**src/rtl/gauss_sink_pkg.sv**
```systemverilog
// ============================================================================
//  Module      : gauss_sink_pkg
//  Description : Shared widths, types and the normalise/saturate helper for
//                the Gaussian result sink.
//  Revision    : 1.0  initial release
// ============================================================================
`default_nettype none

package gauss_sink_pkg;

    localparam int PIX_W   = 8;
    localparam int RES_W   = 32;
    localparam int COORD_W = 16;

    typedef logic [PIX_W-1:0]   pixel_t;
    typedef logic [COORD_W-1:0] coord_t;

    typedef enum logic [1:0] {
        ST_IDLE = 2'd0,
        ST_EMIT = 2'd1,
        ST_HOLD = 2'd2
    } state_t;

    // Returns {sat_flag, pixel}. The sum is widened by one bit so adding the
    // rounding constant to 0xFFFFFFFF cannot wrap.
    function automatic logic [PIX_W:0] sat_norm(input logic [RES_W-1:0] data,
                                                input int               shift);
        logic [RES_W:0] t;
        t = ({1'b0, data} + ({{RES_W{1'b0}}, 1'b1} << (shift - 1))) >> shift;
        if (t[RES_W:PIX_W] != '0)
            return {1'b1, {PIX_W{1'b1}}};
        else
            return {1'b0, t[PIX_W-1:0]};
    endfunction

endpackage

`default_nettype wire

```
**src/rtl/gauss_sink_fifo2.sv**
```systemverilog
// ============================================================================
//  Module      : gauss_sink_fifo2
//  Description : Generic 2-entry FIFO; pushes while full and pops while empty
//                are ignored.
//  Revision    : 1.0  initial release
// ============================================================================
`default_nettype none

module gauss_sink_fifo2
    import gauss_sink_pkg::*;
#(
    parameter int DW = RES_W
) (
    input  logic          i_clk,
    input  logic          i_rst,
    input  logic          i_push,
    input  logic [DW-1:0] i_data,
    input  logic          i_pop,
    output logic [DW-1:0] o_data,
    output logic [1:0]    o_count,
    output logic          o_full,
    output logic          o_empty
);

    logic [DW-1:0] r_mem [2];
    logic          r_wr_ptr;
    logic          r_rd_ptr;
    logic [1:0]    r_count;
    logic          w_push;
    logic          w_pop;

    assign w_push = i_push && (r_count != 2'd2);
    assign w_pop  = i_pop  && (r_count != 2'd0);

    always_ff @(posedge i_clk or negedge i_rst) begin
        if (!i_rst) begin
            r_mem[0] <= '0;
            r_mem[1] <= '0;
            r_wr_ptr <= 1'b0;
            r_rd_ptr <= 1'b0;
            r_count  <= 2'd0;
        end else begin
            if (w_push) begin
                r_mem[r_wr_ptr] <= i_data;
                r_wr_ptr        <= ~r_wr_ptr;
            end
            if (w_pop)
                r_rd_ptr <= ~r_rd_ptr;
            if (w_push && !w_pop)
                r_count <= r_count + 2'd1;
            else if (w_pop && !w_push)
                r_count <= r_count - 2'd1;
        end
    end

    assign o_data  = r_mem[r_rd_ptr];
    assign o_count = r_count;
    assign o_full  = (r_count == 2'd2);
    assign o_empty = (r_count == 2'd0);

endmodule

`default_nettype wire

```
**src/rtl/gauss_result_sink.sv**
```systemverilog
// ============================================================================
//  Module      : gauss_result_sink
//  Description : Buffers filter results, normalises/saturates them to 8 bits
//                and tags them with raster coordinates and frame markers.
//                GAUSS_SINK_STATS_EN adds the o_sat_cnt saturation counter.
//  Revision    : 1.0  initial release
// ============================================================================
`default_nettype none

module gauss_result_sink
    import gauss_sink_pkg::*;
#(
    parameter int WIDTH  = 256,
    parameter int HEIGHT = 256,
    parameter int SHIFT  = 4,
    parameter int CW     = 16
) (
    input  logic             i_clk,
    input  logic             i_rst,
    input  logic             i_result_vld,
    input  logic [RES_W-1:0] i_result_data,
    output logic             o_result_busy,
    output logic             o_pix_vld,
    output logic [PIX_W-1:0] o_pix_data,
    output logic [CW-1:0]    o_pix_x,
    output logic [CW-1:0]    o_pix_y,
    output logic             o_pix_eol,
    output logic             o_pix_eof,
    input  logic             i_pix_busy,
    output logic             o_frame_done
`ifdef GAUSS_SINK_STATS_EN
    ,
    output logic [15:0]      o_sat_cnt
`endif
);

    localparam logic [CW-1:0] C_X_LAST = CW'(WIDTH - 1);
    localparam logic [CW-1:0] C_Y_LAST = CW'(HEIGHT - 1);

    logic [RES_W-1:0] w_fifo_data;
    logic [1:0]       w_fifo_count;
    logic             w_fifo_full;
    logic             w_fifo_empty;
    logic             w_push;
    logic             w_load;
    logic             w_xfer;
    logic [PIX_W:0]   w_norm;
    state_t           r_state;
    state_t           w_state_nxt;

    logic [PIX_W-1:0] r_pix_data;
    logic [CW-1:0]    r_pix_x;
    logic [CW-1:0]    r_pix_y;
    logic             r_pix_eol;
    logic             r_pix_eof;
    logic             r_frame_done;
    logic [CW-1:0]    r_x;
    logic [CW-1:0]    r_y;

    assign w_push = i_result_vld && !w_fifo_full;
    assign w_xfer = o_pix_vld && !i_pix_busy;
    assign w_norm = sat_norm(w_fifo_data, SHIFT);

    gauss_sink_fifo2 #(.DW(RES_W)) u_fifo (
        .i_clk   (i_clk),
        .i_rst   (i_rst),
        .i_push  (w_push),
        .i_data  (i_result_data),
        .i_pop   (w_load),
        .o_data  (w_fifo_data),
        .o_count (w_fifo_count),
        .o_full  (w_fifo_full),
        .o_empty (w_fifo_empty)
    );

    // The FIFO count is itself a register, so this decode is glitch-free.
    assign o_result_busy = (w_fifo_count == 2'd2);

    always_ff @(posedge i_clk or negedge i_rst) begin
        if (!i_rst)
            r_state <= ST_IDLE;
        else
            r_state <= w_state_nxt;
    end

    always_comb begin
        w_state_nxt = r_state;
        w_load      = 1'b0;
        case (r_state)
            ST_IDLE: begin
                if (!w_fifo_empty) begin
                    w_load      = 1'b1;
                    w_state_nxt = ST_EMIT;
                end
            end
            ST_EMIT, ST_HOLD: begin
                if (i_pix_busy) begin
                    w_state_nxt = ST_HOLD;
                end else if (!w_fifo_empty) begin
                    w_load      = 1'b1;
                    w_state_nxt = ST_EMIT;
                end else begin
                    w_state_nxt = ST_IDLE;
                end
            end
            default: w_state_nxt = ST_IDLE;
        endcase
    end

    always_ff @(posedge i_clk or negedge i_rst) begin
        if (!i_rst) begin
            r_pix_data   <= '0;
            r_pix_x      <= '0;
            r_pix_y      <= '0;
            r_pix_eol    <= 1'b0;
            r_pix_eof    <= 1'b0;
            r_frame_done <= 1'b0;
            r_x          <= '0;
            r_y          <= '0;
        end else begin
            r_frame_done <= w_xfer && r_pix_eof;
            if (w_load) begin
                r_pix_data <= w_norm[PIX_W-1:0];
                r_pix_x    <= r_x;
                r_pix_y    <= r_y;
                r_pix_eol  <= (r_x == C_X_LAST);
                r_pix_eof  <= (r_x == C_X_LAST) && (r_y == C_Y_LAST);
                if (r_x == C_X_LAST) begin
                    r_x <= '0;
                    r_y <= (r_y == C_Y_LAST) ? '0 : r_y + CW'(1);
                end else begin
                    r_x <= r_x + CW'(1);
                end
            end
        end
    end

    assign o_pix_vld    = (r_state != ST_IDLE);
    assign o_pix_data   = r_pix_data;
    assign o_pix_x      = r_pix_x;
    assign o_pix_y      = r_pix_y;
    assign o_pix_eol    = r_pix_eol;
    assign o_pix_eof    = r_pix_eof;
    assign o_frame_done = r_frame_done;

`ifdef GAUSS_SINK_STATS_EN
    logic [15:0] r_sat_cnt;
    logic        r_sat_carry;
    logic        w_sat_hit;
    logic        w_eof_xfer;

    assign w_sat_hit  = w_load && w_norm[PIX_W];
    assign w_eof_xfer = w_xfer && r_pix_eof;

    // A next-frame pixel loaded on the eof edge is parked in r_sat_carry so the
    // done-pulse cycle still shows the finished frame's count.
    always_ff @(posedge i_clk or negedge i_rst) begin
        if (!i_rst) begin
            r_sat_cnt   <= '0;
            r_sat_carry <= 1'b0;
        end else begin
            r_sat_carry <= w_eof_xfer && w_sat_hit;
            if (r_frame_done)
                r_sat_cnt <= 16'(r_sat_carry) + 16'(w_sat_hit);
            else if (w_sat_hit && !w_eof_xfer && (r_sat_cnt != 16'hFFFF))
                r_sat_cnt <= r_sat_cnt + 16'd1;
        end
    end

    assign o_sat_cnt = r_sat_cnt;
`endif

endmodule

`default_nettype wire

```
**config.mk**
```make
export PLATFORM = sky130hd
export DESIGN_NAME = gauss_result_sink
export DESIGN_NICKNAME = d
export VERILOG_FILES = /design/src/rtl/gauss_sink_pkg.sv /design/src/rtl/gauss_sink_fifo2.sv /design/src/rtl/gauss_result_sink.sv
export SDC_FILE = /design/constraint.sdc
export NUM_CORES = 1
export LEC_CHECK = 0
export CORE_ASPECT_RATIO = 0.7
export CORE_MARGIN = 5
export CORE_UTILIZATION = 30
export CTS_CLUSTER_SIZE = 20
export DETAILED_ROUTE_END_ITERATION = 12
export SETUP_SLACK_MARGIN = 0.2
export SYNTH_ARGS = -nofsm -noshare
export SYNTH_HDL_FRONTEND = slang
export SYNTH_SLANG_ARGS = --single-unit
```
**constraint.sdc**
```tcl
create_clock -name i_clk -period 5.65 [get_ports i_clk]
set_clock_uncertainty 0.05 [all_clocks]
set_input_delay 0.8475 -clock i_clk [delete_from_list [all_inputs] [get_ports i_clk]]
set_output_delay 0.8475 -clock i_clk [all_outputs]
set_load 0.02 [all_outputs]
```
==> results of run 1 <==
worst max-delay path: cells and delay by family, from the launching register on:
family / cells / cell delay (ns)
AND/OR/NAND/NOR: 2 / 1.12
AO/OA/AOI/OAI: 3 / 1.11
flip-flops: 1 / 0.79
multiplexers: 1 / 0.28
adder cells (fa/ha/maj): 1 / 0.18
buffers and inverters: 1 / 0.09
Yosys cell counts (11+ instances only):
cell type	n	area, um^2
sky130_fd_sc_hd__clkbuf_1	14	52.6
sky130_fd_sc_hd__mux2i_1	19	190
sky130_fd_sc_hd__a31oi_1	11	68.8
sky130_fd_sc_hd__nand2_1	132	495
sky130_fd_sc_hd__mux2_2	67	754
sky130_fd_sc_hd__nand3b_1	14	105
sky130_fd_sc_hd__dfrtp_1	139	3480
sky130_fd_sc_hd__nand4_1	16	100
sky130_fd_sc_hd__xor2_1	17	149
sky130_fd_sc_hd__nor2_1	28	105
sky130_fd_sc_hd__nand3_1	28	140
sky130_fd_sc_hd__xnor2_1	25	219
report_power, final:
group | internal (uW) | total (uW) | switching (uW)
combinational | 716 | 1560 | 841
clock | 741 | 1180 | 435
sequential | 1280 | 1590 | 310
total | 2740 | 4320 | 1590
state kept, by name (all words and copies together), names as in the netlist:
signal / flops
r_state: 2
u_fifo.r_mem: 58
r_y: 16
o_pix_y: 16
o_pix_eol: 1
u_fifo.r_wr_ptr: 1
o_frame_done: 1
o_pix_eof: 1
o_pix_x: 16
u_fifo.o_count: 2
r_x: 16
o_pix_data: 8
u_fifo.r_rd_ptr: 1
worst paths after layout:
path                            slack [ns]             from                to  depth (start not counted)
worst max-delay path                  1.85  u_fifo.r_rd_ptr     o_pix_data[0]                          8
worst min-delay path                  0.42       o_pix_y[0]        o_pix_y[0]                          2
worst max register to register        1.85  u_fifo.r_rd_ptr     o_pix_data[0]                          8
worst min register to register        0.42       o_pix_y[0]        o_pix_y[0]                          2
max in group asynchronous             3.93            i_rst            r_x[3]                          2
min in group asynchronous             0.44            i_rst  u_fifo.r_mem[60]                          1
metal layers:
metal	wire (um)	share of wire	vias to the layer above
met2	6480	0.40	124
met5	0	0	-
li1	-	-	2397
met4	161	0.0098	0
met1	8710	0.53	2411
met3	1010	0.062	10
logic make-up after synthesis:
kind of cell,count (synthesis),share of synthesized area
buffers and inverters,36,0.0237
adders and majority gates,6,0.0111
and+or+nand+nor,265,0.191
DFF,139,0.515
xor gates and xnor gates,42,0.0545
AOI/OAI and AO/OA,58,0.0649
muxes,86,0.140
stage by stage:
stage	util	power [uW]	area [um^2]	setup slack, ns	hold slack, ns
after floorplan	-	2700	6750	2.10	0.408
after global placement	0.357	3130	7830	1.79	0.413
after detailed placement	0.357	3160	7830	1.75	0.413
after CTS	0.386	4360	8450	1.87	0.427
after global routing	0.386	4600	8450	1.53	0.447
final	0.386	4320	8450	1.85	0.423
layout make-up:
class	count	area [um^2]	share of cell area
inverter	9	33.8	0.00400
tap	282	353	0.0418
timing repair buffer	85	832	0.0985
antenna	1	2.50	0.000296
multi-input combinational	457	3130	0.370
clock inverter	13	191	0.0227
sequential	139	3480	0.412
clock buffer	18	429	0.0508
==> flow_metrics.py, run 1 <==
metrics = {
    "worst_setup_path": {
        "largest_stage_delay_on_the_critical_path_ns": 0.79,
        "crit_path_end_kind": "register",
        "criticalPathCategory": "register to register",
        "required_ns": 5.86,
        "critical-path-slowest-cell": "sky130_fd_sc_hd__dfrtp_2",
        "worstSetupStartpointType": "register",
        "critical_path.cell_chain": "mux2_2, ha_1, inv_1, a2111oi_4, nand4_1, o31a_1, nor4_2, a31oi_1",
        "critical_path_arrival_ns": 4.00,
        "crit_path_max_fanout": 34,
    },
    "timing": {
        "timing.slew.headroom": 0.402,
        "timing.final.max_slew_violations": 0,
        "timing_hold_violations_final": 0,
        "rsz0062_at_grt": "no",
        "setup_tns_ns": 0,
        "fmax_mhz": 263,
        "fin_crit_ns": 3.80,
        "finalCritPeriodShare": 0.672,
        "setup_viol": 0,
        "timing_worst_slew_pin_value_ns": 0.895,
    },
    "floorplan": {
        "die_width_um": 189,
        "floorplan.initialDensity": 0.308,
        "die_area_mm2": 0.0257,
        "height_of_the_chip_um": 136,
        "rows": 45,
        "design.portCount": 81,
        "core_area_mm2": 0.0219,
    },
    "global_routing": {
        "globalRouteOverflowTotal": 0,
        "grt.busiest_layer": "met1",
        "grtUsageMet3": 0.0446,
        "antenna_found_initial": 0,
        "grt_first_pass_wirelength_um": 26400,
        "met1_usage": 0.203,
        "grt_max_degree": 88,
        "first_global_vias": 4705,
        "grtUsageTotal": 0.131,
        "met2_global_route_usage": 0.168,
    },
    "placement": {
        "detailedPlacementHpwl_um": 11500,
        "finalWeightedCongestion": 0.815,
        "io_buffer_count": 77,
        "placed_cells": 972,
    },
    "outcome": {
        "run_status": "finished clean",
    },
    "final_layout": {
        "final_net_count": 751,
        "fillers": 2099,
        "layout-area-overhead-vs-synth_pct": 25.1,
        "most_frequent_cells_in_the_layout": "sky130_fd_sc_hd__dfrtp_1, sky130_fd_sc_hd__nand2_1, sky130_fd_sc_hd__clkdlybuf4s50_1",
        "post_route_cells_drive_above_1_share": 0.160,
        "layout_commonest_cell": "sky130_fd_sc_hd__dfrtp_1",
        "final-instance-count-excl-fill": 1004,
    },
    "synthesis": {
        "postSynth.asyncResetShare": 1.00,
        "syn-mean-instance-area_um2": 10.7,
        "postSynthCellCount": 632,
        "seq_cells_post_synth": 139,
        "cell_area_synth_mm2": 0.00675,
        "syn-num-nets": 674,
        "netlist-cell-type-count": 52,
        "synth-seq-area-share": 0.515,
        "synth-main-ff-cell": "sky130_fd_sc_hd__dfrtp_1",
        "yosys_warnings": 0,
        "synth_enable_flop_cells": 0,
    },
    "clock_network": {
        "clkSlewWorstSetupHoldPaths_ns": 0.06,
        "clock_tree.buffer_depth": 2,
        "post_cts_resized": 0,
        "holdBufCountCts": 0,
        "clock_buffers_created_by_tritoncts": 17,
        "ctsHtreeMaxLevel": 4,
        "clk-insertion-delay-late_ns": 0.42,
        "total_setup_buffers_inserted_after_cts": 0,
        "cts.root.buffer_cell": "sky130_fd_sc_hd__clkbuf_16",
        "clock_tree_from_tritoncts": "built",
        "clock_sinks": 139,
    },
    "drt": {
        "remaining_drc_errors": 0,
        "wl_per_cell_um": 16.3,
        "first_iter_violations": 405,
        "num_vias": 4942,
        "route.antenna.remaining_nets": 0,
        "drtPass1Iterations": 5,
        "avgViaCountPerCell": 4.92,
        "detail_route.wirelength_um": 16400,
    },
    "run": {
        "max-cap-violations": 0,
    },
    "min_path": {
        "worstHoldPathType": "register to register",
    },
    "power": {
        "cellLeakagePower_uw": 0.00370,
        "vdd_ir_drop_max_mv": 0.237,
        "powerDensity_mw_per_mm2": 512,
    },
}
No activity file was read; power rests on OpenSTA's default activity.
==> inputs of run 2 (changes only) <==
clock period = 3.5 ns   (was 5.65 ns; I/O delays follow)
==> run 2 against run 1 <==
Against the previous run:
- setup slack lost 1.6 ns
- via count grew 0.99%
- register-to-register slack lost 1.6 ns
- global-route usage is essentially flat
- combinational power grew 74%
- largest power group is now combinational cells
- critical path type unchanged
- sequential power grew 59%
- design area grew 1.9%
- maximum frequency grew 17%
==> flow_metrics.py, run 2 (synthesized netlist as in run 1, its figures left out) <==
metrics = {
    "outcome": {
        "run_status": "finished clean",
    },
    "floorplan": {
        "height_of_the_chip_um": 136,
        "design.portCount": 81,
        "die_width_um": 189,
        "floorplan.initialDensity": 0.308,
        "die_area_mm2": 0.0257,
        "core_area_mm2": 0.0219,
        "rows": 45,
    },
    "worst_setup_path": {
        "crit_path_max_fanout": 11,
        "path_delay_family": "compound AO/OA/AOI/OAI gates",
        "worstSetupStartpointType": "register",
        "worstPathBufferInverterCount": 2,
        "r2r_end": "o_pix_data[7]",
        "criticalPathCategory": "register to register",
        "critical_path.cell_chain": "mux2_2, ha_4, inv_2, a2111oi_4, nand3_2, or3_1, a2111oi_0, nor4bb_1, buf_4, a31oi_1",
        "required_ns": 3.71,
        "critical-path-slowest-cell": "sky130_fd_sc_hd__dfrtp_2",
        "setup_slack_of_the_most_critical_reg_to_reg_path_ns": 0.26,
        "worst_r2r_startpoint": "u_fifo.r_rd_ptr",
        "largest_stage_delay_on_the_critical_path_ns": 0.52,
        "critical_path_arrival_ns": 3.45,
        "crit_path_end_kind": "register",
        "ff2ff_path_depth": 10,
    },
    "clock_network": {
        "holdBufCountCts": 0,
        "clk-insertion-delay-late_ns": 0.41,
        "clock_buffers_created_by_tritoncts": 17,
        "cts.root.buffer_cell": "sky130_fd_sc_hd__clkbuf_16",
        "clkSlewWorstSetupHoldPaths_ns": 0.05,
        "clock_tree.buffer_depth": 2,
        "ctsHtreeMaxLevel": 4,
        "total_setup_buffers_inserted_after_cts": 0,
        "clock_sinks": 139,
        "clock_tree_from_tritoncts": "built",
        "post_cts_resized": 0,
    },
    "final_layout": {
        "layout-area-overhead-vs-synth_pct": 27.6,
        "largest_register_ffs": 58,
        "final_net_count": 762,
        "post_route_cells_drive_above_1_share": 0.173,
        "top_register": "u_fifo.r_mem",
        "antenna-diode-count": 0,
        "layout_commonest_cell": "sky130_fd_sc_hd__dfrtp_1",
        "most_frequent_cells_in_the_layout": "sky130_fd_sc_hd__dfrtp_1, sky130_fd_sc_hd__nand2_1, sky130_fd_sc_hd__clkdlybuf4s50_1",
    },
    "drt": {
        "highest-signal-layer": "met5",
        "remaining_drc_errors": 0,
        "met3_wirelength_um": 1010,
        "met1_length_um": 8950,
        "route.antenna.remaining_nets": 0,
        "wl_per_cell_um": 16.1,
        "first_iter_violations": 387,
        "avgViaCountPerCell": 4.93,
        "met2_length_um": 6190,
        "drtPass1Iterations": 5,
        "detail_route.wirelength_um": 16300,
        "num_vias": 4991,
    },
    "timing": {
        "timing_worst_slew_pin_value_ns": 0.742,
        "finalCritPeriodShare": 0.926,
        "timing.final.ws_setup_ns": 0.258,
        "timing.slew.headroom": 0.505,
        "setup_tns_ns": 0,
        "rsz0062_at_grt": "no",
        "fin_crit_ns": 3.24,
        "fmax_mhz": 308,
        "timing.final.max_slew_violations": 0,
        "setup_viol": 0,
        "timing_hold_violations_final": 0,
    },
    "global_routing": {
        "grt_max_degree": 79,
        "antenna_found_initial": 1,
        "grtUsageTotal": 0.131,
        "grt_first_pass_wirelength_um": 26700,
        "first_global_vias": 4846,
        "globalRouteOverflowTotal": 0,
    },
    "power": {
        "powerDensity_mw_per_mm2": 842,
        "cellLeakagePower_uw": 0.00378,
        "vdd_ir_drop_max_mv": 0.347,
    },
    "min_path": {
        "worstHoldPathType": "input pin to async pin",
    },
    "placement": {
        "finalWeightedCongestion": 0.847,
        "io_buffer_count": 77,
        "pre_cts_slack_ns": 0.331,
        "detailedPlacementHpwl_um": 11600,
    },
    "run": {
        "max-cap-violations": 0,
    },
}
run 2: worst max-delay path by stage:
stage / from / endpoint / slack [ns] / cells past startpoint
floorplan: u_fifo.r_rd_ptr / o_pix_data[0] / 0.21 / 15
global placement: u_fifo.r_rd_ptr / o_pix_data[3] / 0.42 / 10
detailed placement: u_fifo.r_rd_ptr / o_pix_data[0] / 0.33 / 10
CTS: u_fifo.r_rd_ptr / o_pix_data[7] / 0.33 / 10
global route: u_fifo.r_rd_ptr / o_pix_data[5] / 0.21 / 10
finish: u_fifo.r_rd_ptr / o_pix_data[7] / 0.26 / 10
run 2: routing by layer:
layer  vias to the layer above  global-route usage
met2                       128               0.165
met4                         2              0.0410
met3                        10              0.0410
li1                       2430                   -
met1                      2421               0.207
met5                         -                   0
run 2: final cells by class:
type | instances | area [um^2]
Clock inverter | 6 | 159
Multi-Input combinational cell | 457 | 3150
Clock buffer | 23 | 498
Sequential cell | 139 | 3480
Timing Repair Buffer | 96 | 940
Fill cell | 2114 | 13300
Inverter | 9 | 33.8
Tap cell | 282 | 353
run 2: through the flow:
| step | hold slack, ns | power, uW | instance area (um^2) | cells | utilization |
|---|---|---|---|---|---|
| finish | 0.0938 | 7260 | 8610 | 1012 | 0.393 |
| global route | 0.144 | 7720 | 8610 | 1012 | 0.393 |
| CTS | 0.122 | 7300 | 8610 | 1012 | 0.393 |
| detailed placement | 0.416 | 5250 | 7960 | 983 | 0.363 |
| global placement | 0.411 | 5200 | 7960 | 983 | 0.363 |
| floorplan | 0.179 | 4440 | 6800 | 632 | - |
run 2: report_power, final:
part / leakage (uW) / internal, uW / total (uW) / switching (uW)
registers: 0.00174 / 2070 / 2530 / 464
clock network: 0.000321 / 1350 / 2010 / 658
logic: 0.00172 / 1260 / 2710 / 1460
==> inputs of run 3 (changes only) <==
DONT_BUFFER_PORTS = 1   (was unset)
clock period = 2.92 ns   (was 3.5 ns; I/O delays follow)
==> run 3 against run 2 <==
Against the previous run:
- the run now ends with hold timing, setup timing left
- core utilization fell by 2.2 points
- first-iteration DRC count rose by 14%
- setup slack got worse by 0.26 ns
- highest routed layer is now met4
- largest cell class unchanged
- maximum frequency rose by 11%
- die area did not move
- sequential power rose by 21%
- sequential share of layout area rose by 2.4 points
- sequential cell count did not move
- critical path type unchanged
==> flow_metrics.py, run 3 (synthesized netlist as in run 1, its figures left out) <==
metrics = {
    "outcome": {
        "run_status": "finished, violations left",
        "failing_checks": "hold timing, setup timing",
    },
    "timing": {
        "timing.final.ws_setup_ns": -0.000787,
        "rsz0062_at_grt": "yes",
        "timing.final.max_slew_violations": 0,
        "finalCritPeriodShare": 1.00,
        "fmax_mhz": 342,
        "setup_viol": 1,
        "timing_hold_violations_final": 139,
        "timing_worst_slew_pin_value_ns": 0.427,
        "hold_slack_final_ns": -0.331,
        "fin_crit_ns": 2.92,
        "setup_tns_ns": -0.000787,
        "timing.slew.headroom": 0.713,
    },
    "floorplan": {
        "core_area_mm2": 0.0219,
        "die_area_mm2": 0.0257,
        "floorplan.initialDensity": 0.308,
        "height_of_the_chip_um": 136,
        "design.portCount": 81,
        "die_width_um": 189,
        "rows": 45,
    },
    "clock_network": {
        "clock_tree_from_tritoncts": "built",
        "clkSlewWorstSetupHoldPaths_ns": 0.06,
        "clock_buffers_created_by_tritoncts": 17,
        "cts.root.buffer_cell": "sky130_fd_sc_hd__clkbuf_16",
        "clk-insertion-delay-late_ns": 0.42,
        "clock_sinks": 139,
        "ctsHtreeMaxLevel": 4,
        "clock_tree.buffer_depth": 2,
    },
    "drt": {
        "num_vias": 4794,
        "detail_route.wirelength_um": 16600,
        "remaining_drc_errors": 0,
        "drtPass1Iterations": 5,
        "route.antenna.remaining_nets": 0,
        "avgViaCountPerCell": 5.00,
        "wl_per_cell_um": 17.4,
        "first_iter_violations": 441,
    },
    "global_routing": {
        "grtUsageTotal": 0.134,
        "grt_max_degree": 140,
        "grt_first_pass_wirelength_um": 27000,
        "first_global_vias": 4715,
        "globalRouteOverflowTotal": 0,
        "antenna_found_initial": 0,
    },
    "placement": {
        "detailedPlacementHpwl_um": 11700,
        "io_buffer_count": 0,
        "pre_cts_slack_ns": -0.0721,
        "finalWeightedCongestion": 0.826,
    },
    "worst_setup_path": {
        "critical_path_arrival_ns": 3.16,
        "criticalPathCategory": "register to register",
        "crit_path_end_kind": "register",
        "largest_stage_delay_on_the_critical_path_ns": 0.47,
        "ff2ff_path_depth": 11,
        "crit_path_max_fanout": 8,
        "required_ns": 3.16,
        "setup_slack_of_the_most_critical_reg_to_reg_path_ns": -0.0008,
        "worstSetupStartpointType": "register",
        "r2r_end": "o_pix_data[7]",
        "path_delay_family": "compound AO/OA/AOI/OAI gates",
        "critical_path.most_common_cell": "sky130_fd_sc_hd__a2111oi_4",
        "worstPathBufferInverterCount": 3,
        "critical-path-slowest-cell": "sky130_fd_sc_hd__dfrtp_2",
        "critical_path.cell_chain": "mux2_4, ha_4, inv_2, a2111oi_4, buf_4, nand3_2, or3_4, a2111oi_4, nor4bb_4, buf_6, a31oi_4",
        "worst_r2r_startpoint": "u_fifo.r_rd_ptr",
    },
    "power": {
        "p_total_uw": 8700,
        "vdd_ir_drop_max_mv": 0.387,
        "cellLeakagePower_uw": 0.00363,
        "powerDensity_mw_per_mm2": 1070,
    },
    "final_layout": {
        "antenna-diode-count": 0,
        "top_register": "u_fifo.r_mem",
        "post_route_cells_drive_above_1_share": 0.234,
        "final_net_count": 705,
        "most_frequent_cells_in_the_layout": "sky130_fd_sc_hd__dfrtp_1, sky130_fd_sc_hd__nand2_1, sky130_fd_sc_hd__mux2_2",
        "largest_register_ffs": 58,
        "final_core_util": 0.371,
        "layout-area-overhead-vs-synth_pct": 20.3,
        "layout_commonest_cell": "sky130_fd_sc_hd__dfrtp_1",
    },
    "run": {
        "max-cap-violations": 0,
    },
    "min_path": {
        "worstHoldPathType": "input pin to async pin",
    },
}
run 3: changes by cell type in the layout (fill, tap and decap cells not counted), sizes merged, moves of 2 or more:
cell | before | now
clkdlybuf4s50 | 76 | 0
buf | 20 | 39
clkinv | 1 | 3
clkbuf | 23 | 18
inv | 9 | 15
run 3: area by class of cell:
class	count	area [um^2]
Inverter	9	33.8
Timing Repair Buffer	39	362
Fill cell	2124	13800
Clock buffer	18	429
Multi-Input combinational cell	457	3260
Sequential cell	139	3480
Clock inverter	14	205
Tap cell	282	353
run 3: repair_timing:
item / CTS / global route
cloned: 0 / 0
setup buffers: 2 / 6
gates resized for setup: 7 / 12
setup endpoints to repair: 8 / 14
pin swaps: 3 / 18
endpoints found under the hold margin: 139 / 139
run 3: worst max-delay path by stage:
| stage | start | endpoint | slack (ns) | depth (start not counted) |
|---|---|---|---|---|
| finish | u_fifo.r_rd_ptr | o_pix_data[7] | -0.0008 | 11 |
| global route | u_fifo.r_rd_ptr | o_pix_data[1] | -0.12 | 12 |
| CTS | u_fifo.r_rd_ptr | o_pix_data[7] | 0.05 | 9 |
| detailed placement | u_fifo.r_rd_ptr | o_pix_data[7] | -0.07 | 9 |
| global placement | u_fifo.r_rd_ptr | o_pix_data[3] | -0.004 | 9 |
| floorplan | u_fifo.r_rd_ptr | o_pix_data[1] | -0.29 | 15 |
run 3: per-stage QoR:
| stage | std cells | hold WS [ns] | instance area [um^2] |
|---|---|---|---|
| after floorplan | 632 | 0.0924 | 6810 |
| after global placement | 918 | 0.0995 | 7290 |
| after detailed placement | 918 | 0.100 | 7290 |
| after CTS | 952 | -0.359 | 7980 |
| after global routing | 958 | -0.360 | 8120 |
| final | 958 | -0.331 | 8120 |
run 3: where the power goes:
group	switching, uW	internal, uW	leakage [uW]	total (uW)
Sequential	593	2480	0.00174	3070
Combinational	1720	1570	0.00157	3300
Clock	883	1450	0.000308	2330
run 3: routing by layer:
metal	up-vias	track usage	routed length, um
met1	2354	0.198	8330
met2	110	0.173	6680
met4	0	0.0430	223
met5	-	0	0
li1	2315	-	-
met3	15	0.0556	1390
